[config.mk]
export PLATFORM = sky130hd
export DESIGN_NAME = led_pattern_engine_flat
export DESIGN_NICKNAME = d
export VERILOG_FILES = /design/src/rtl/led_pattern_engine_if.sv /design/src/rtl/led_pattern_engine.sv /design/src/flat_wrapper.sv
export SDC_FILE = /design/constraint.sdc
export NUM_CORES = 1
export LEC_CHECK = 0
export BUFFER_PORTS_ARGS = -buffer_cell sky130_fd_sc_hd__buf_2
export CORE_MARGIN = 8
export CORE_UTILIZATION = 54
export CTS_CLUSTER_SIZE = 12
export DETAILED_ROUTE_END_ITERATION = 8
export GPL_TIMING_DRIVEN = 0
export HOLD_SLACK_MARGIN = 0.08
export PLACE_DENSITY = 0.76
export SKIP_CTS_REPAIR_TIMING = 1
export SLEW_MARGIN = 20
export SYNTH_ARGS = -nofsm -noshare
export SYNTH_HDL_FRONTEND = slang
export SYNTH_SLANG_ARGS = --single-unit
[constraint.sdc]
create_clock -name Clk -period 2.3 [get_ports Clk]
set_input_delay 0.23 -clock Clk [delete_from_list [all_inputs] [get_ports Clk]]
set_output_delay 0.23 -clock Clk [all_outputs]
set_load 0.005 [all_outputs]
[src/rtl/led_pattern_engine_if.sv]
// Control/status bundle between the button/switch synchronisers and the LED sequencer.
interface led_pattern_engine_if #(
  parameter int WIDTH = 8
);
  logic             b;
  logic             p;
  logic [1:0]       mode;
  logic             hold;
  logic [WIDTH-1:0] out;
  logic             busy;
  logic             done;

  modport master (output b, p, mode, hold, input out, busy, done);
  modport slave  (input b, p, mode, hold, output out, busy, done);
endinterface

[src/rtl/led_pattern_engine.sv]
// Prescaled LED sequencer: dot/bar patterns, bounce/chase motion, pause,
// and a bounded (or endless) all-on/all-off flash at the end of a run.
module led_pattern_engine #(
  parameter int WIDTH   = 8,
  parameter int DIV     = 1,
  parameter int FLASH_N = 3
) (
  input  logic                 Clk,
  input  logic                 r_n,
  led_pattern_engine_if.slave  io
);

  localparam int PW = $clog2(WIDTH);
  localparam int DW = (DIV > 1) ? $clog2(DIV) : 1;
  localparam int FW = (FLASH_N > 0) ? $clog2(FLASH_N + 1) : 1;

  localparam logic [PW-1:0] POS_MAX   = PW'(WIDTH - 1);
  localparam logic [PW-1:0] POS_ONE   = PW'(1);
  localparam logic [DW-1:0] PRE_MAX   = DW'(DIV - 1);
  localparam logic [DW-1:0] PRE_ONE   = DW'(1);
  localparam logic [FW-1:0] FLASH_LIM = FW'(FLASH_N);
  localparam logic [FW-1:0] FLASH_ONE = FW'(1);

  typedef enum logic [1:0] {IDLE, RUN, FLASH_ON, FLASH_OFF} state_t;
  typedef enum logic {UP, DOWN} dir_t;

  state_t           state;
  dir_t             dir;
  logic [PW-1:0]    pos;
  logic [DW-1:0]    pre;
  logic [FW-1:0]    flash_cnt;
  logic [1:0]       mode_q;
  logic [WIDTH-1:0] out_q;
  logic             busy_q;
  logic             done_q;
  logic             tick;

  assign tick    = (pre == PRE_MAX);
  assign io.out  = out_q;
  assign io.busy = busy_q;
  assign io.done = done_q;

  // bar lights bits 0..ps; the shift past the top bit wraps to all-ones after -1.
  function automatic logic [WIDTH-1:0] pattern(input logic bar, input logic [PW-1:0] ps);
    logic [WIDTH-1:0] one;
    logic [WIDTH-1:0] one_hot;
    one     = {{(WIDTH-1){1'b0}}, 1'b1};
    one_hot = one << ps;
    return bar ? ((one_hot << 1) - one) : one_hot;
  endfunction

  // NOTE: every state register, including out, has an async reset so the
  // LEDs go dark the instant r_n falls, not at the next edge.
  always_ff @(posedge Clk or negedge r_n) begin
    if (!r_n) begin
      state     <= IDLE;
      dir       <= UP;
      pos       <= '0;
      pre       <= '0;
      flash_cnt <= '0;
      mode_q    <= '0;
      out_q     <= '0;
      busy_q    <= 1'b0;
      done_q    <= 1'b0;
    end else begin
      // NOTE: non-blocking assignments only; all reads below see pre-edge values.
      done_q <= 1'b0;
      if (state == IDLE) begin
        if (io.b) begin
          state     <= RUN;
          dir       <= UP;
          pos       <= '0;
          pre       <= '0;
          flash_cnt <= '0;
          mode_q    <= io.mode;
          busy_q    <= 1'b1;
          out_q     <= pattern(io.mode[1], '0);
        end
      end else if (!io.hold) begin
        pre <= tick ? '0 : pre + PRE_ONE;
        if (tick) begin
          case (state)
            RUN: begin
              if (mode_q[0]) begin
                if (pos == POS_MAX) begin
                  if (io.p) begin
                    pos   <= '0;
                    out_q <= pattern(mode_q[1], '0);
                  end else begin
                    state <= FLASH_ON;
                    out_q <= '1;
                  end
                end else begin
                  pos   <= pos + POS_ONE;
                  out_q <= pattern(mode_q[1], pos + POS_ONE);
                end
              end else if (dir == UP) begin
                if (pos == POS_MAX) begin
                  dir   <= DOWN;
                  pos   <= pos - POS_ONE;
                  out_q <= pattern(mode_q[1], pos - POS_ONE);
                end else begin
                  pos   <= pos + POS_ONE;
                  out_q <= pattern(mode_q[1], pos + POS_ONE);
                end
              end else begin
                if (pos == '0) begin
                  if (io.p) begin
                    dir   <= UP;
                    pos   <= POS_ONE;
                    out_q <= pattern(mode_q[1], POS_ONE);
                  end else begin
                    state <= FLASH_ON;
                    out_q <= '1;
                  end
                end else begin
                  pos   <= pos - POS_ONE;
                  out_q <= pattern(mode_q[1], pos - POS_ONE);
                end
              end
            end
            FLASH_ON: begin
              state <= FLASH_OFF;
              out_q <= '0;
            end
            FLASH_OFF: begin
              flash_cnt <= flash_cnt + FLASH_ONE;
              if (FLASH_N != 0 && (flash_cnt + FLASH_ONE) == FLASH_LIM) begin
                state  <= IDLE;
                busy_q <= 1'b0;
                done_q <= 1'b1;
                out_q  <= '0;
              end else begin
                state <= FLASH_ON;
                out_q <= '1;
              end
            end
            default: state <= IDLE;
          endcase
        end
      end
    end
  end

endmodule

[src/flat_wrapper.sv]
// flat-port wrapper written by rule: the top's interface ports become plain ports
module led_pattern_engine_flat 
#(
  parameter int WIDTH   = 8,
  parameter int DIV     = 1,
  parameter int FLASH_N = 3
)
  (Clk, r_n, io_b, io_p, io_mode, io_hold, io_out, io_busy, io_done);
  led_pattern_engine_if #(.WIDTH(WIDTH)) io_i ();
  input  logic Clk;
  input  logic r_n;
  input wire logic [$bits(io_i.b)-1:0] io_b;
  input wire logic [$bits(io_i.p)-1:0] io_p;
  input wire logic [$bits(io_i.mode)-1:0] io_mode;
  input wire logic [$bits(io_i.hold)-1:0] io_hold;
  output wire logic [$bits(io_i.out)-1:0] io_out;
  output wire logic [$bits(io_i.busy)-1:0] io_busy;
  output wire logic [$bits(io_i.done)-1:0] io_done;
  assign io_i.b = io_b;
  assign io_i.p = io_p;
  assign io_i.mode = io_mode;
  assign io_i.hold = io_hold;
  assign io_out = io_i.out;
  assign io_busy = io_i.busy;
  assign io_done = io_i.done;
  led_pattern_engine #(.WIDTH(WIDTH), .DIV(DIV), .FLASH_N(FLASH_N)) u_core (.Clk(Clk), .r_n(r_n), .io(io_i));
endmodule
==> results of run 1 <==
## power breakdown
part	switching [mW]	internal, mW
sequential	0.0989	0.501
combinational	1.30	0.983
clock	0.106	0.0967
total	1.51	1.58
## path summary, 6_finish.rpt
| kind | end | cells past startpoint | slack, ps | from |
|---|---|---|---|---|
| hold reg to reg | u_core.io.out[1] | 2 | 510 | u_core.io.out[1] |
| setup reg to reg | u_core.io.out[5] | 9 | 100 | u_core.pos[1] |
| min in group asynchronous | u_core.io.out[2] | 2 | 380 | r_n |
| setup / recovery | u_core.io.out[5] | 9 | 100 | u_core.pos[1] |
| hold / removal | u_core.mode_q[1] | 2 | 150 | io_mode[1] |
| max in group asynchronous | u_core.flash_cnt[1] | 2 | 1570 | r_n |
## Yosys cell counts (all sizes together) (3+ instances only)
cell type	count	share of area (%)
ha	15	10
inv	11	2.2
o21ai	20	5.4
o211ai	3	1.2
dfrtp	20	27
nand4	3	1.0
nand2b	10	3.4
and2	3	1.0
xnor2	4	2.3
a21oi	26	7.0
nor2b	3	1.0
a211oi	3	1.2
and3	3	1.0
nand3	7	1.9
nand2	23	4.6
nor2	12	3.0
buf	8	2.4
mux2i	3	1.6
nor3	9	2.4
a21o	3	1.2
clkbuf	6	1.3
## registers in the layout (all words and copies together) (netlist names)
signal            count
u_core.flash_cnt      2
u_core.state          2
u_core.io.out         8
u_core.pos            3
u_core.mode_q         2
u_core.io.done        1
u_core.dir            1
u_core.io.busy        1
## metrics by stage
step	setup TNS [ps]	hold WS [ps]	util, %	power, mW	setup WS [ps]
finish	0	152.2	64.70	3.087	104.7
global route	0	149.0	64.70	3.384	8.860
CTS	-978.1	-135.7	61.19	2.836	-376.0
detailed placement	-891.5	203.5	60.09	2.628	-354.2
global placement	-816.2	201.8	60.09	2.607	-328.6
floorplan	0	-65.59	-	2.144	78.84
## cell families (layout without fill, tap and decap cells)
family / count (synthesis) / count (layout)
flops: 20 / 20
xor+xnor: 6 / 6
fa+ha+maj: 15 / 15
mux: 5 / 5
compound gates: 80 / 80
simple gates: 81 / 81
buf+inv: 25 / 48
## area by class of cell
| type | count | area [sq um] |
|---|---|---|
| buffer | 13 | 76.32 |
| fill | 306 | 1169 |
| multi-input combinational | 187 | 1315 |
| timing repair buffer | 20 | 115.1 |
| sequential | 20 | 500.5 |
| clock buffer | 4 | 36.28 |
| tap | 46 | 57.56 |
| inverter | 11 | 41.29 |
## metal layers
| metal | up-vias | track usage (%) |
|---|---|---|
| met5 | - | 0 |
| met4 | 0 | 5.000 |
| met3 | 6 | 3.728 |
| met2 | 62 | 28.75 |
| met1 | 844 | 23.10 |
| li1 | 894 | - |
==> flow_metrics.env, run 1 <==
export IMPL_cts_root_buf="clkbuf_4"
export IMPL_outcome="completed"
export IMPL_syn_to_final_growth_pct=15.36
export IMPL_routedWlPerCell_um=15.91
export IMPL_period_share_pct=95.45
export IMPL_synth_simple_gate_area_share_pct=22.84
export IMPL_ant_nets=0
export IMPL_final_common_cell="a21oi_1"
export IMPL_grt_antenna_before_repair=0
export IMPL_drc_errors=0
export IMPL_min_period_ps=2195
export IMPL_clock_latency_ps=310
export IMPL_synth_top_family_by_area="compound AO/OA/AOI/OAI gates"
export IMPL_first_global_vias=1637
export IMPL_place_area_sq_mm=0.001989
export IMPL_synth_xor_area_share_pct=3.235
export IMPL_cp_start_kind="flop"
export IMPL_dr_max_layer_used="met4"
export IMPL_arrival_ps=2410
export IMPL_slew_headroom_pct=51.84
export IMPL_setup_worst_path_end_class="flop"
export IMPL_antennaDiodeCount=0
export IMPL_cts_tree="built"
export IMPL_crit_family="adder cells"
export IMPL_design_area_sq_mm=0.002142
export IMPL_setup_viol=0
export IMPL_hold_viol=0
export IMPL_drv_slew=0
export IMPL_p_leak_nw=0.9287
export IMPL_avgSynthCellArea_sq_um=8.003
export IMPL_wl_met2_um=2247
export IMPL_placed_cells=293
export IMPL_viasPerCell=6.000
export IMPL_synth_seq_area_share_pct=26.95
export IMPL_routed_wl_um=4789
export IMPL_yosysUniqueCellTypes=56
export IMPL_worst_ep_required_time_ps=2510
export IMPL_wl_met1_um=2164
export IMPL_hold_class="input port to flop"
export IMPL_slowest_delay_ps=440
export IMPL_slowest_stage="dfrtp_1"
export IMPL_pin_count=17
export IMPL_nets=278
export IMPL_synth_compound_area_share_pct=28.17
export IMPL_grt_total_usage_pct=17.74
export IMPL_async_flop_share_pct=100.0
export IMPL_vias=1806
export IMPL_ys_warn_count=0
export IMPL_grt_max_degree=21
export IMPL_path_clk_slew_ps=120
export IMPL_grt_first_pass_wirelength_um=7790
export IMPL_critPathBufInv=1
export IMPL_synth_seq_cells=20
export IMPL_fin_skew_ps=18.62
export IMPL_core_area_sq_mm=0.003311
export IMPL_synthFlopType="dfrtp_1"
export IMPL_crit_chain="ha_2, ha_1, buf_6, nand2b_4, ha_4, o21ai_2, mux2i_1, a41oi_1, a22o_1"
export IMPL_htree_levels=1
export IMPL_irDropWorstVdd_mv=0.8727
export IMPL_drive_above_1_share_pct=19.22
export IMPL_wl_met3_um=301
export IMPL_tightestPinTransition_ps=717.5
export IMPL_maxCapViolCount=0
export IMPL_synthCells=232
export IMPL_drt_iter0_drc=228
export IMPL_dr_pass1_iters=4
export IMPL_die_area_sq_mm=0.005571
export IMPL_hpwlAfterDp_um=3692
export IMPL_grt_overflow=0
export IMPL_rows=21
export IMPL_power_per_cell_area_mw_per_mm2=1441
export IMPL_clock_sinks=20
export IMPL_syn_num_nets=254
export IMPL_path_class="flop to flop"
export IMPL_synth_fa_ha_area_share_pct=10.11
export IMPL_worstPathMaxFanout=5
export IMPL_rsz0062_at_grt="no"
export IMPL_floorplan_die_width_um=74.64
export IMPL_syn_cell_area_sq_mm=0.001857
export IMPL_fmax_ghz=0.4555
export IMPL_synth_mux_area_fraction_pct=2.830
export IMPL_cts_buffers=3
export IMPL_io_buffers=15
export IMPL_cts_buffer_depth=2
export IMPL_place_congestion=0.9495
export IMPL_start_util_pct=56.08
export IMPL_die_height_um=74.64
export IMPL_most_common_layout_cells="a21oi_1 (25), nand2_1 (22), dfrtp_1 (20)"
export IMPL_layout_cells_non_filler=301
export IMPL_synth_edf_count=0
Power figures use the tool's default switching activity.
==> run 2: changes to the inputs <==
- GPL_TIMING_DRIVEN: 0 -> not set
==> run 2 against run 1 <==
  * Sequential power increased by 7.2%
  * Clock skew increased by 1.6 ps
  * Clock-buffer cell count unchanged
  * Largest cell class unchanged
==> flow_metrics.env, run 2 (synthesized netlist as in run 1, its figures left out) <==
export IMPL_most_common_layout_cells="a21oi_1 (26), nand2_1 (23), dfrtp_1 (20)"
export IMPL_cts_buffers=3
export IMPL_antennaDiodeCount=0
export IMPL_setup_viol=0
export IMPL_die_area_sq_mm=0.005571
export IMPL_vias=1800
export IMPL_clock_latency_ps=320
export IMPL_largest_register_ffs=8
export IMPL_hold_viol=0
export IMPL_fin_skew_ps=20.17
export IMPL_crit_top_cell="a21oi_1"
export IMPL_hold_class="input port to flop"
export IMPL_setup_worst_path_start="u_core.pos[1]"
export IMPL_worst_ep_required_time_ps=2550
export IMPL_design_area_sq_mm=0.002120
export IMPL_hold_depth=2
export IMPL_io_buffers=16
export IMPL_grt_antenna_before_repair=0
export IMPL_power_per_cell_area_mw_per_mm2=1431
export IMPL_path_class="flop to flop"
export IMPL_grt_overflow=0
export IMPL_slew_headroom_pct=67.89
export IMPL_die_height_um=74.64
export IMPL_slowest_delay_ps=490
export IMPL_outcome="completed"
export IMPL_clock_sinks=20
export IMPL_cts_tree="built"
export IMPL_nFillCells=302
export IMPL_syn_to_final_growth_pct=14.15
export IMPL_r2r_cells=8
export IMPL_r2r_end="u_core.io.out[3]"
export IMPL_grt_max_degree=21
export IMPL_irDropWorstVdd_mv=0.8043
export IMPL_pin_count=17
export IMPL_drv_slew=0
export IMPL_period_share_pct=92.73
export IMPL_routedWlPerCell_um=15.92
export IMPL_floorplan_die_width_um=74.64
export IMPL_place_area_sq_mm=0.002047
export IMPL_grt_first_pass_wirelength_um=7783
export IMPL_rsz0062_at_grt="no"
export IMPL_rows=21
export IMPL_setup_worst_path_end_class="flop"
export IMPL_drc_errors=0
export IMPL_first_global_vias=1622
export IMPL_nets=279
export IMPL_core_area_sq_mm=0.003311
export IMPL_fin_tns_setup_ps=0
export IMPL_start_util_pct=56.08
export IMPL_drive_above_1_share_pct=17.97
export IMPL_hpwlAfterDp_um=3776
export IMPL_whs_endpoint="u_core.mode_q[1]"
export IMPL_worstPathMaxFanout=5
export IMPL_maxCapViolCount=0
export IMPL_p_leak_nw=0.9475
export IMPL_cts_buffer_depth=2
export IMPL_fmax_ghz=0.4689
export IMPL_dr_pass1_iters=4
export IMPL_cts_root_buf="clkbuf_4"
export IMPL_routed_wl_um=4807
export IMPL_critPathBufInv=2
export IMPL_hold_start="io_mode[1]"
export IMPL_timing_rr_start="u_core.pos[1]"
export IMPL_cp_start_kind="flop"
export IMPL_final_common_cell="a21oi_1"
export IMPL_slowest_stage="or4b_1"
export IMPL_crit_family="compound AO/OA/AOI/OAI gates"
export IMPL_tightestPinTransition_ps=478.7
export IMPL_crit_chain="inv_1, ha_1, buf_4, or4b_1, a21oi_1, a21oi_1, a41o_1, a41oi_2"
export IMPL_place_congestion=0.9577
export IMPL_viasPerCell=5.960
export IMPL_drt_iter0_drc=246
export IMPL_htree_levels=1
export IMPL_path_clk_slew_ps=120
export IMPL_arrival_ps=2380
export IMPL_r2r_slack_ps=170
export IMPL_grt_total_usage_pct=17.84
export IMPL_min_period_ps=2133
export IMPL_ant_nets=0
run 2: cell types whose count changed in the layout (fill, tap and decap cells not counted), moves of 2 or more:
cell      change
clkbuf_4      -2
clkbuf_1      -4
ha_1          +4
buf_2         -3
o21ai_0       +2
buf_6         -2
buf_4        +13
ha_2          -3
run 2: area by class of cell:
cell class | count | area (sq um) | area share, %
Tap cell | 46 | 57.56 | 2.715
Multi-Input combinational cell | 187 | 1266 | 59.74
Timing Repair Buffer | 34 | 217.7 | 10.27
Clock buffer | 4 | 36.28 | 1.712
Sequential cell | 20 | 500.5 | 23.61
Inverter | 11 | 41.29 | 1.948
run 2: how the worst max path moves through the flow:
stage                                  end  slack, ps  depth (start not counted)
after CTS                 u_core.io.out[5]        100                          9
after floorplan           u_core.io.out[5]         80                         10
after global placement    u_core.io.out[5]        180                          9
after global routing      u_core.io.out[5]         30                          9
after detailed placement  u_core.io.out[5]        110                          9
final                     u_core.io.out[3]        170                          8
run 2: power by group:
part	switching [mW]	leakage (nW)	internal [mW]	total [mW]
registers	0.142	0.249	0.501	0.643
clock network	0.112	0.0210	0.0968	0.209
logic	1.22	0.677	0.957	2.18
run 2: per-layer routing:
metal | track usage [%] | wire, um | up-vias
li1 | - | - | 890
met1 | 23.24 | 2143 | 845
met2 | 28.17 | 2255 | 52
met3 | 3.728 | 282 | 13
met4 | 6.739 | 125 | 0
met5 | 0 | 0 | -
run 2: per-stage QoR:
| step | total power, mW | cells | setup slack [ps] | utilization [%] | hold WS [ps] |
|---|---|---|---|---|---|
| after floorplan | 2.144 | 232 | 78.84 | - | -65.59 |
| after global placement | 2.735 | 296 | 175.4 | 61.83 | 191.8 |
| after detailed placement | 2.757 | 296 | 105.0 | 61.83 | 199.7 |
| after CTS | 2.971 | 300 | 102.3 | 62.93 | -146.4 |
| after global routing | 3.308 | 302 | 29.05 | 64.02 | 151.8 |
| final | 3.032 | 302 | 167.2 | 64.02 | 153.7 |
==> run 3: changes to the inputs <==
- REMOVE_ABC_BUFFERS: not set -> 1
==> run 3 against run 2 <==
  * Cell area down 0.89%
  * Clock-buffer cell count is 1 lower
  * Non-clock buffer count shrank 2
  * Die area unchanged
  * Flip-flop and latch count unchanged
  * Register-to-register slack lost 40 ps
  * Sequential power is 0.6% lower
  * Critical path depth did not move
  * Clock skew shrank 6.2 ps
  * Hold slack improved by 8.2 ps
  * Critical path type unchanged
  * Largest power group unchanged
  * Highest routed layer unchanged
==> flow_metrics.env, run 3 (synthesized netlist as in run 1, its figures left out) <==
export IMPL_outcome="completed"
export IMPL_grt_overflow=0
export IMPL_die_height_um=74.64
export IMPL_tightestPinTransition_ps=483.0
export IMPL_syn_to_final_growth_pct=13.14
export IMPL_die_area_sq_mm=0.005571
export IMPL_cp_start_kind="flop"
export IMPL_fin_skew_ps=13.94
export IMPL_pin_count=17
export IMPL_drive_above_1_share_pct=18.58
export IMPL_arrival_ps=2400
export IMPL_hpwlAfterDp_um=3711
export IMPL_drv_slew=0
export IMPL_rsz0062_at_grt="no"
export IMPL_fmax_ghz=0.4608
export IMPL_cts_buffers=3
export IMPL_path_class="flop to flop"
export IMPL_final_common_cell="a21oi_1"
export IMPL_setup_viol=0
export IMPL_grt_first_pass_wirelength_um=8107
export IMPL_cts_root_buf="clkbuf_4"
export IMPL_grt_total_usage_pct=18.50
export IMPL_vias=1796
export IMPL_grt_max_degree=21
export IMPL_core_area_sq_mm=0.003311
export IMPL_floorplan_die_width_um=74.64
export IMPL_maxCapViolCount=0
export IMPL_routed_wl_um=4749
export IMPL_io_buffers=16
export IMPL_first_global_vias=1698
export IMPL_routedWlPerCell_um=15.88
export IMPL_start_util_pct=56.08
export IMPL_ant_nets=0
export IMPL_dr_pass1_iters=4
export IMPL_slew_headroom_pct=67.80
export IMPL_r2r_slack_ps=130
export IMPL_rows=21
export IMPL_clock_sinks=20
export IMPL_nets=277
export IMPL_setup_worst_path_end_class="flop"
export IMPL_whs_ps=161.9
export IMPL_fin_tns_setup_ps=0
export IMPL_worst_ep_required_time_ps=2530
export IMPL_worstPathMaxFanout=6
export IMPL_irDropWorstVdd_mv=0.6221
export IMPL_p_leak_nw=0.9251
export IMPL_antennaDiodeCount=0
export IMPL_most_common_layout_cells="a21oi_1 (26), nand2_1 (23), dfrtp_1 (20)"
export IMPL_htree_levels=1
export IMPL_nFillCells=309
export IMPL_hold_class="input port to flop"
export IMPL_cts_buffer_depth=2
export IMPL_min_period_ps=2170
export IMPL_drc_errors=0
export IMPL_viasPerCell=6.007
export IMPL_path_clk_slew_ps=110
export IMPL_grt_antenna_before_repair=0
export IMPL_drt_iter0_drc=238
export IMPL_clock_latency_ps=300
export IMPL_largest_register_ffs=8
export IMPL_place_congestion=0.9569
export IMPL_hold_viol=0
export IMPL_cts_tree="built"
export IMPL_power_per_cell_area_mw_per_mm2=1414
export IMPL_period_share_pct=94.34
==> run 3: cell count changes in the layout (fill, tap and decap cells not counted) <==
| cell | delta |
|---|---|
| ha_1 | -4 |
| ha_2 | +4 |
| buf_4 | -2 |
| clkbuf_8 | -1 |
==> run 3: worst paths after layout <==
kind | start | to | depth (start not counted)
max | u_core.pos[0] | u_core.io.out[3] | 8
min | io_mode[1] | u_core.mode_q[1] | 2
max reg2reg | u_core.pos[0] | u_core.io.out[3] | 8
min reg2reg | u_core.io.out[1] | u_core.io.out[1] | 2
max in group asynchronous | r_n | u_core.flash_cnt[0] | 2
min in group asynchronous | r_n | u_core.io.out[2] | 2
==> run 3: area by class of cell <==
type                       count  area [sq um]  share of cell area, %
clock buffer                   3         22.52                  1.072
inverter                      11         41.29                  1.965
multi-input combinational    187          1276                  60.75
sequential                    20         500.5                  23.82
tap                           46         57.56                  2.740
timing repair buffer          32         202.7                  9.649
==> run 3: power by group <==
part / switching, mW / internal, mW / total, mW
clock: 0.103 / 0.0611 / 0.164
sequential: 0.138 / 0.501 / 0.639
combinational: 1.21 / 0.957 / 2.17
==> run 3: layer usage <==
metal / wire (um) / GRT usage, %
met4: 91 / 5.000
met2: 2158 / 28.56
met5: 0 / 0
met1: 2217 / 25.46
met3: 281 / 3.728
==> run 3: metrics by stage <==
step / worst slack (ps) / cell area, sq um / instances / utilization (%) / total power, mW
6_report: 130.1 / 2101 / 299 / 63.45 / 2.972
5_1_grt: 11.72 / 2101 / 299 / 63.45 / 3.281
4_1_cts: 18.67 / 2062 / 298 / 62.28 / 2.910
3_5_place_dp: 40.16 / 2039 / 295 / 61.60 / 2.740
3_3_place_gp: 110.0 / 2039 / 295 / 61.60 / 2.704
2_1_floorplan: 150.6 / 1789 / 218 / - / 2.091
==> run 3: worst max-delay path, cell delays in order, from the launching register on <==
cell	delay, ps
dfrtp_1	430
inv_1	120
ha_1	250
buf_4	160
or4b_1	500
a21oi_1	190
a21oi_1	70
a41o_1	250
a41oi_2	140
